[config.mk]
export PLATFORM = sky130hd
export DESIGN_NAME = keypad_scanner_flat
export DESIGN_NICKNAME = d
export VERILOG_FILES = /design/src/rtl/keypad_scanner_if.sv /design/src/rtl/keypad_scanner.sv /design/src/flat_wrapper.sv
export SDC_FILE = /design/constraint.sdc
export NUM_CORES = 1
export LEC_CHECK = 0
export BUFFER_PORTS_ARGS = -buffer_cell sky130_fd_sc_hd__buf_2
export CAP_MARGIN = 20
export CORE_ASPECT_RATIO = 0.6
export CORE_MARGIN = 8
export CORE_UTILIZATION = 55
export DETAILED_ROUTE_END_ITERATION = 10
export GPL_ROUTABILITY_DRIVEN = 0
export MAX_ROUTING_LAYER = met4
export PLACE_DENSITY = 0.83
export RECOVER_POWER = 25
export SYNTH_ARGS = -nofsm -noshare
export SYNTH_HDL_FRONTEND = slang
export SYNTH_SLANG_ARGS = --single-unit
[constraint.sdc]
create_clock -name clk -period 3.5 [get_ports clk]
set_input_delay 0.35 -clock clk [delete_from_list [all_inputs] [get_ports clk]]
set_output_delay 0.35 -clock clk [all_outputs]
set_load 0.01 [all_outputs]
[src/rtl/keypad_scanner_if.sv]
// Keypad-side lines and accepted-key outputs of the 4x4 keypad scanner.
interface keypad_scanner_if;
  logic [3:0] col_in;
  logic [3:0] row_out;
  logic [3:0] key_code;
  logic       data_ready;

  modport master (
    input  col_in,
    output row_out,
    output key_code,
    output data_ready
  );

  modport slave (
    output col_in,
    input  row_out,
    input  key_code,
    input  data_ready
  );
endinterface

[src/rtl/keypad_scanner.sv]
// 4x4 matrix keypad scanner: one-cold row scan, debounced press/release,
// one accepted key per press with no auto-repeat.
module keypad_scanner #(
  parameter int unsigned SCAN_DIV        = 1000,
  parameter int unsigned DEBOUNCE_CYCLES = 20000
) (
  input  logic             clk,
  input  logic             reset_in,
  keypad_scanner_if.master kp
);

  localparam int unsigned SCW = $clog2(SCAN_DIV);
  localparam int unsigned DBW = $clog2(DEBOUNCE_CYCLES);
  localparam logic [SCW-1:0] SC_LAST = SCW'(SCAN_DIV - 1);
  // The sampling/detection cycle itself counts as the first stable cycle,
  // so the counter only has to cover the remaining DEBOUNCE_CYCLES-1.
  localparam logic [DBW-1:0] DB_LAST = DBW'(DEBOUNCE_CYCLES - 2);

  typedef enum logic [1:0] {
    SCAN,
    DEBOUNCE,
    HELD,
    RELEASE
  } state_t;

  state_t           state_q, state_d;
  logic [1:0]       row_q, row_d;
  logic [1:0]       col_q, col_d;
  logic [SCW-1:0]   scan_q, scan_d;
  logic [DBW-1:0]   deb_q, deb_d;
  logic [3:0]       key_q, key_d;
  logic             ready_q, ready_d;
  logic [3:0]       row_out_q, row_out_d;
  logic [3:0]       sync1, col_s;
  logic [1:0]       low_col;

  always_ff @(posedge clk or negedge reset_in) begin
    if (!reset_in) begin
      sync1 <= '1;
      col_s <= '1;
    end else begin
      sync1 <= kp.col_in;
      col_s <= sync1;
    end
  end

  always_comb begin
    casez (col_s)
      4'b???0: low_col = 2'd0;
      4'b??01: low_col = 2'd1;
      4'b?011: low_col = 2'd2;
      default: low_col = 2'd3;
    endcase
  end

  always_ff @(posedge clk or negedge reset_in) begin
    if (!reset_in) begin
      state_q   <= SCAN;
      row_q     <= '0;
      col_q     <= '0;
      scan_q    <= '0;
      deb_q     <= '0;
      key_q     <= '0;
      ready_q   <= 1'b0;
      row_out_q <= 4'b1110;
    end else begin
      state_q   <= state_d;
      row_q     <= row_d;
      col_q     <= col_d;
      scan_q    <= scan_d;
      deb_q     <= deb_d;
      key_q     <= key_d;
      ready_q   <= ready_d;
      row_out_q <= row_out_d;
    end
  end

  always_comb begin
    state_d = state_q;
    row_d   = row_q;
    col_d   = col_q;
    scan_d  = scan_q;
    deb_d   = deb_q;
    key_d   = key_q;
    ready_d = 1'b0;
    unique case (state_q)
      SCAN: begin
        if (scan_q == SC_LAST) begin
          if (col_s != '1) begin
            col_d   = low_col;
            deb_d   = '0;
            state_d = DEBOUNCE;
          end else begin
            row_d  = row_q + 2'd1;
            scan_d = '0;
          end
        end else begin
          scan_d = scan_q + SCW'(1);
        end
      end
      DEBOUNCE: begin
        if (!col_s[col_q]) begin
          if (deb_q == DB_LAST) begin
            key_d   = {row_q, col_q};
            ready_d = 1'b1;
            deb_d   = '0;
            state_d = HELD;
          end else begin
            deb_d = deb_q + DBW'(1);
          end
        end else begin
          row_d   = row_q + 2'd1;
          scan_d  = '0;
          deb_d   = '0;
          state_d = SCAN;
        end
      end
      HELD: begin
        if (col_s[col_q]) begin
          deb_d   = '0;
          state_d = RELEASE;
        end
      end
      RELEASE: begin
        if (col_s[col_q]) begin
          if (deb_q == DB_LAST) begin
            row_d   = row_q + 2'd1;
            scan_d  = '0;
            deb_d   = '0;
            state_d = SCAN;
          end else begin
            deb_d = deb_q + DBW'(1);
          end
        end else begin
          deb_d   = '0;
          state_d = HELD;
        end
      end
      default: state_d = SCAN;
    endcase
    row_out_d = ~(4'b0001 << row_d);
  end

  assign kp.row_out    = row_out_q;
  assign kp.key_code   = key_q;
  assign kp.data_ready = ready_q;

endmodule

[src/flat_wrapper.sv]
// flat-port wrapper written by rule: the top's interface ports become plain ports
module keypad_scanner_flat 
#(
  parameter int unsigned SCAN_DIV        = 1000,
  parameter int unsigned DEBOUNCE_CYCLES = 20000
)
  (clk, reset_in, kp_col_in, kp_row_out, kp_key_code, kp_data_ready);
  keypad_scanner_if kp_i ();
  input  logic clk;
  input  logic reset_in;
  input wire logic [$bits(kp_i.col_in)-1:0] kp_col_in;
  output wire logic [$bits(kp_i.row_out)-1:0] kp_row_out;
  output wire logic [$bits(kp_i.key_code)-1:0] kp_key_code;
  output wire logic [$bits(kp_i.data_ready)-1:0] kp_data_ready;
  assign kp_i.col_in = kp_col_in;
  assign kp_row_out = kp_i.row_out;
  assign kp_key_code = kp_i.key_code;
  assign kp_data_ready = kp_i.data_ready;
  keypad_scanner #(.SCAN_DIV(SCAN_DIV), .DEBOUNCE_CYCLES(DEBOUNCE_CYCLES)) u_core (.clk(clk), .reset_in(reset_in), .kp(kp_i));
endmodule
==> flow_summary.ini, run 1 <==
[setup_path]
critical_path_class = register to register
cp-start-kind = register
crit_required_ps = 3700
crit_path_end_kind = register
path_max_fanout = 9
critPathArrivalTime_ps = 2640

[synth]
synth.net_count = 242
synth_edf_count = 0
postSynth.asyncResetShare = 1.00
ys_warn_count = 0
ys_seq_area_frac = 0.512
synthCells = 233
synthDistinctLibCells = 53
netlist_area_um2 = 2370
ys_dominant_reg_cell = dfrtp_1
ys_ff_latch = 48
synth.avg_cell_area_um2 = 10.2

[finish]
layout_common_cells = dfrtp_1 (37), nand2_1 (25), nor2_1 (20), a21oi_1 (14)
antenna_cells = 0
drive_gt1_frac = 0.192
nets = 258
syn2layout_area_growth_pct = 9.65
instances_no_fill = 310
fillCellCount = 345
final_common_cell = dfrtp_1

[route]
wl_per_cell_um = 14.2
first_pass_iters = 4
drc = 0
wirelength_mm = 4.41
via_per_inst = 5.55
drtIter0Drc = 161
antenna_left = 0
vias = 1721

[sta]
slew_viol_final = 0
finalHoldViolations = 0
finalCriticalPeriod_ps = 2440
post-route-period-util = 0.697
finalSetupViolations = 0
rsz0062_at_grt = false
slew_headroom = 0.456
fin_skew_ps = 9.88
max_freq_mhz = 410
worst_pin_slew_ps = 813
tns_ps = 0

[floorplanning]
fp.dieW_um = 101
core_um2 = 4120
fp.dieH_um = 66.9
num_io_pins = 15
rows = 18
fp.dieArea_um2 = 6740
initial_core_util = 0.576

[cts]
ctsResizeCount = 0
insertion_delay_ps = 300
clkSinkCount = 48
cts.htree.levels = 2
cts_buffer_depth = 2
cts_tree = yes
clk_pin_slew_ps = 90
clockRootBuffer = clkbuf_8
cts_setup_buffers = 0
cts_buffers = 5
postCtsHoldBufs = 0

[pwr]
irDropWorstVdd_mv = 0.215
power.density_nw_per_um2 = 375
cellLeakagePower_nw = 1.10

[grt]
grt_pass1_vias = 1565
antenna_found_initial = 0
grt_max_degree = 49
grt_first_pass_wirelength_mm = 7.67
grtUsageTotal = 0.153
grt_overflow = 0

[place]
io_buffer_count = 14
dp.cells = 299
dp_hpwl_mm = 3.25

[min_path]
holdCritPathClass = input port to register

[job]
max-cap-violations = 0

[status]
status = complete, no violations
[Yosys cell counts (3+ instances only)]
cell | n | area share
nand2_1 | 25 | 0.040
and3_1 | 3 | 0.0079
nor2_1 | 20 | 0.032
nand4_1 | 5 | 0.013
nor4_1 | 4 | 0.011
ha_1 | 3 | 0.016
nor3_1 | 8 | 0.017
a21oi_1 | 14 | 0.030
xnor2_1 | 4 | 0.015
or2_1 | 3 | 0.0079
xor2_1 | 5 | 0.018
or3_1 | 4 | 0.011
mux2i_1 | 5 | 0.021
nand3_1 | 13 | 0.027
o21ai_0 | 13 | 0.027
dfstp_2 | 11 | 0.12
clkbuf_1 | 3 | 0.0047
inv_1 | 12 | 0.019
dfrtp_1 | 37 | 0.39
[power breakdown]
group / switching, mW / total, mW / leakage [nW] / internal, mW
Clock: 0.177 / 0.389 / 0.0541 / 0.211
Combinational: 0.0133 / 0.0202 / 0.428 / 0.00684
Sequential: 0.00284 / 0.566 / 0.618 / 0.563
[worst paths after layout]
kind	cells after the start	end	slack, ps	start
max in group asynchronous	3	u_core.sync1[2]$_DFF_PN1_	2180	reset_in
min reg2reg	0	u_core.col_s[2]$_DFF_PN1_	360	u_core.sync1[2]$_DFF_PN1_
min in group asynchronous	2	u_core.deb_q[10]$_DFFE_PN0P_	610	reset_in
max	7	u_core.deb_q[6]$_DFFE_PN0P_	1060	u_core.scan_q[0]$_DFFE_PN0P_
min	1	u_core.sync1[2]$_DFF_PN1_	150	kp_col_in[2]
max reg2reg	7	u_core.deb_q[6]$_DFFE_PN0P_	1060	u_core.scan_q[0]$_DFFE_PN0P_
[cell families after synthesis]
logic type | Yosys count | synth area share
AOI/OAI and AO/OA | 39 | 0.101
xor gates and xnor gates | 10 | 0.0401
adders and majority gates | 3 | 0.0158
buffers and inverters | 20 | 0.0459
DFF | 48 | 0.512
muxes | 8 | 0.0401
and+or+nand+nor | 105 | 0.245
[state kept, by name (all words and copies together) (netlist names), named ones only]
signal	cells
u_core.kp.row_out	4
u_core.deb_q	15
u_core.col_q	2
u_core.state_q	1
u_core.row_q	2
u_core.kp.key_code	4
u_core.sync1	4
u_core.scan_q	10
u_core.kp.data_ready	1
u_core.col_s	4
[cell type report]
class,count,area [um^2],area share
Tap cell,60,75.1,0.0289
Multi-Input combinational cell,165,1050,0.403
Clock inverter,3,42.5,0.0164
Clock buffer,5,68.8,0.0265
Sequential cell,48,1210,0.467
Inverter,12,45.0,0.0173
Timing Repair Buffer,17,106,0.0409
[routing by layer]
| layer | track usage | wire length, um | vias to the layer above |
|---|---|---|---|
| met3 | 0.0468 | 378 | 5 |
| met4 | 0.0523 | 41 | 0 |
| li1 | - | - | 848 |
| met5 | - | 0 | - |
| met1 | 0.216 | 2200 | 812 |
| met2 | 0.199 | 1790 | 56 |
[per-stage QoR]
stage / utilization / setup slack (ps) / instance area (um^2) / total power, mW / hold slack (ps)
after CTS: 0.622 / 1080 / 2560 / 0.987 / 136
after detailed placement: 0.595 / 1100 / 2450 / 0.594 / 347
after floorplan: - / 1430 / 2370 / 0.579 / 54.4
after global placement: 0.595 / 1100 / 2450 / 0.593 / 346
after global routing: 0.631 / 841 / 2600 / 1.02 / 126
final: 0.631 / 1060 / 2600 / 0.974 / 149
[critical path: stages (launching register included)]
cell	delay, ps
dfrtp_1	410
ha_1	270
nand2_1	120
nor4_1	550
o22ai_1	400
buf_4	280
o21bai_1	150
a21o_1	170
Power figures use the tool's default switching activity.
==> inputs of run 2 (changes only) <==
--- a/config.mk
+++ b/config.mk
@@ -5,6 +5,7 @@
 export SDC_FILE = /design/constraint.sdc
 export NUM_CORES = 1
 export LEC_CHECK = 0
+export ABC_AREA = 1
 export BUFFER_PORTS_ARGS = -buffer_cell sky130_fd_sc_hd__buf_2
 export CAP_MARGIN = 20
 export CORE_ASPECT_RATIO = 0.6
==> constraint.sdc (replaced) <==
create_clock -name clk -period 2.3 [get_ports clk]
set_input_delay 0.23 -clock clk [delete_from_list [all_inputs] [get_ports clk]]
set_output_delay 0.23 -clock clk [all_outputs]
set_load 0.01 [all_outputs]
==> flow_summary.ini, run 2 <==
[sta]
finalSetupViolations = 0
slew_viol_final = 0
finalHoldViolations = 0
worst_pin_slew_ps = 680
slew_headroom = 0.547
max_freq_mhz = 525
fin_skew_ps = 7.87
timing.hold.ws_ps = 19.0
post-route-period-util = 0.828
finalCriticalPeriod_ps = 1900
tns_ps = 0
rsz0062_at_grt = false

[grt]
grt_max_degree = 34
use_met3 = 0.0417
grt_use_met2 = 0.208
grt_overflow = 0
top_usage_layer = met1
grt_first_pass_wirelength_mm = 10.6
grtUsageTotal = 0.177
grt_pass1_vias = 2198
antenna_found_initial = 0
grt.met1_usage = 0.277

[floorplanning]
fp.dieW_um = 107
rows = 20
initial_core_util = 0.557
fp.dieArea_um2 = 7580
fp.dieH_um = 70.7
core_um2 = 4930
num_io_pins = 15

[finish]
postLayoutCellArea_um2 = 2990
drive_gt1_frac = 0.172
layout_common_cells = nand2_1 (83), inv_1 (37), dfrtp_1 (37), nand3_1 (34), nor2_1 (31)
nets = 385
largest_registers = u_core.deb_q x15, u_core.scan_q x10
largest_reg_flops = 15
final_common_cell = nand2_1
syn2layout_area_growth_pct = 8.94
antenna_cells = 0
top_register = u_core.deb_q

[synth]
netlist_area_um2 = 2740
synth_edf_count = 0
synth_area_leaders = dfrtp_1 (34%), nand2_1 (11%), dfstp_2 (11%)
synth.avg_cell_area_um2 = 7.75
ys_seq_area_frac = 0.443
yosysMostFrequentCell = nand2_1
ys_ff_latch = 48
synth_common_cells = nand2_1 (83), dfrtp_1 (37), inv_1 (37)
postSynth.asyncResetShare = 1.00
synth_top_area_share = 0.337
synthDistinctLibCells = 29
synthCells = 354
synth.net_count = 363
ys_dominant_reg_cell = dfrtp_1
ys_warn_count = 0
netlist.top_cell.by_area = dfrtp_1

[pwr]
cellLeakagePower_nw = 1.37
power.density_nw_per_um2 = 465
irDropWorstVdd_mv = 0.325

[cts]
clk_pin_slew_ps = 90
clockRootBuffer = clkbuf_8
cts.htree.levels = 2
clkSinkCount = 48
cts_tree = yes
cts_buffer_depth = 2
ctsResizeCount = 0
cts_buffers = 5
insertion_delay_ps = 300
cts_setup_buffers = 0

[route]
wl_per_cell_um = 14.2
vias = 2565
drc = 0
first_pass_iters = 6
antenna_left = 0
drtIter0Drc = 273
wirelength_mm = 6.31
via_per_inst = 5.79

[place]
place_area_um2 = 2880
io_buffer_count = 14
dp_hpwl_mm = 4.85

[setup_path]
slowest_delay_ps = 460
critical_path_class = register to register
cp_slowest_cell = dfrtp_1
crit_path_end_kind = register
critPathArrivalTime_ps = 2100
path_cells = ha_1 > nand2_1 > nor2_2 > nand3_2 > nand2_4 > nand2_4 > inv_2 > nand2_1 > o21ai_1 > nor2_1
path_max_fanout = 12
cp-start-kind = register
crit_required_ps = 2500

[job]
max-cap-violations = 0

[min_path]
holdCritPathClass = input port to register

[status]
status = complete, no violations
==> run 2: cell type report <==
cell class / count / area (um^2)
fillers: 441 / 1940
multi-input cells: 254 / 1310
flip-flops and latches: 48 / 1210
inverters: 47 / 176
repair buffers: 20 / 115
well taps: 66 / 82.6
clock buffers: 5 / 68.8
clock inverters: 3 / 18.8
==> run 2: what timing repair did <==
item,4_1_cts,5_1_grt
endpoints found under the setup margin,0,0
hold buffers,1,2
hold endpoints to repair,20,2
==> run 2: critical path, delay by kind of cell, from the launching register on <==
kind,cells,cell delay [ps]
flops,1,460
fa+ha+maj,1,210
simple gates,7,800
compound gates,1,90
buf+inv,1,220
==> run 2: layer usage <==
layer / vias up / part of all wire
met4: 0 / 0.013
met1: 1190 / 0.49
met2: 151 / 0.38
met5: - / 0
met3: 12 / 0.11
li1: 1212 / -
==> run 2: report_power, final <==
| group | internal (mW) | leakage (nW) | total (mW) | switching, mW |
|---|---|---|---|---|
| clock | 0.212 | 0.0479 | 0.493 | 0.281 |
| combinational | 0.0108 | 0.700 | 0.0352 | 0.0244 |
| sequential | 0.856 | 0.618 | 0.862 | 0.00545 |
==> run 2: worst paths after layout <==
check                                             start                      endpoint  slack, ps  depth (start not counted)
max reg2reg                u_core.scan_q[0]$_DFFE_PN0P_   u_core.deb_q[3]$_DFFE_PN0P_        400                         10
min reg2reg                   u_core.sync1[2]$_DFF_PN1_     u_core.col_s[2]$_DFF_PN1_        350                          0
max in group asynchronous                      reset_in  u_core.deb_q[11]$_DFFE_PN0P_       1200                          3
min in group asynchronous                      reset_in   u_core.col_q[0]$_DFFE_PN0P_        490                          2
min                                        kp_col_in[3]     u_core.sync1[3]$_DFF_PN1_         20                          1
max                        u_core.scan_q[0]$_DFFE_PN0P_   u_core.deb_q[3]$_DFFE_PN0P_        400                         10
==> run 2: kinds of logic after synthesis <==
kind of cell / after synthesis / share of synthesized area
AOI/OAI and AO/OA: 33 / 0.0739
xor gates and xnor gates: 7 / 0.0223
adders and majority gates: 3 / 0.0137
buffers and inverters: 52 / 0.0789
DFF: 48 / 0.443
and+or+nand+nor: 211 / 0.368
==> run 2: metrics by stage <==
step           utilization  setup WS (ps)  total power, mW  instances
6_report             0.606            396             1.39        443
5_1_grt              0.606            259             1.45        443
4_1_cts              0.604            429             1.41        441
3_5_place_dp         0.584            444            0.911        432
3_3_place_gp         0.584            542            0.910        432
2_1_floorplan            -            721            0.884        354
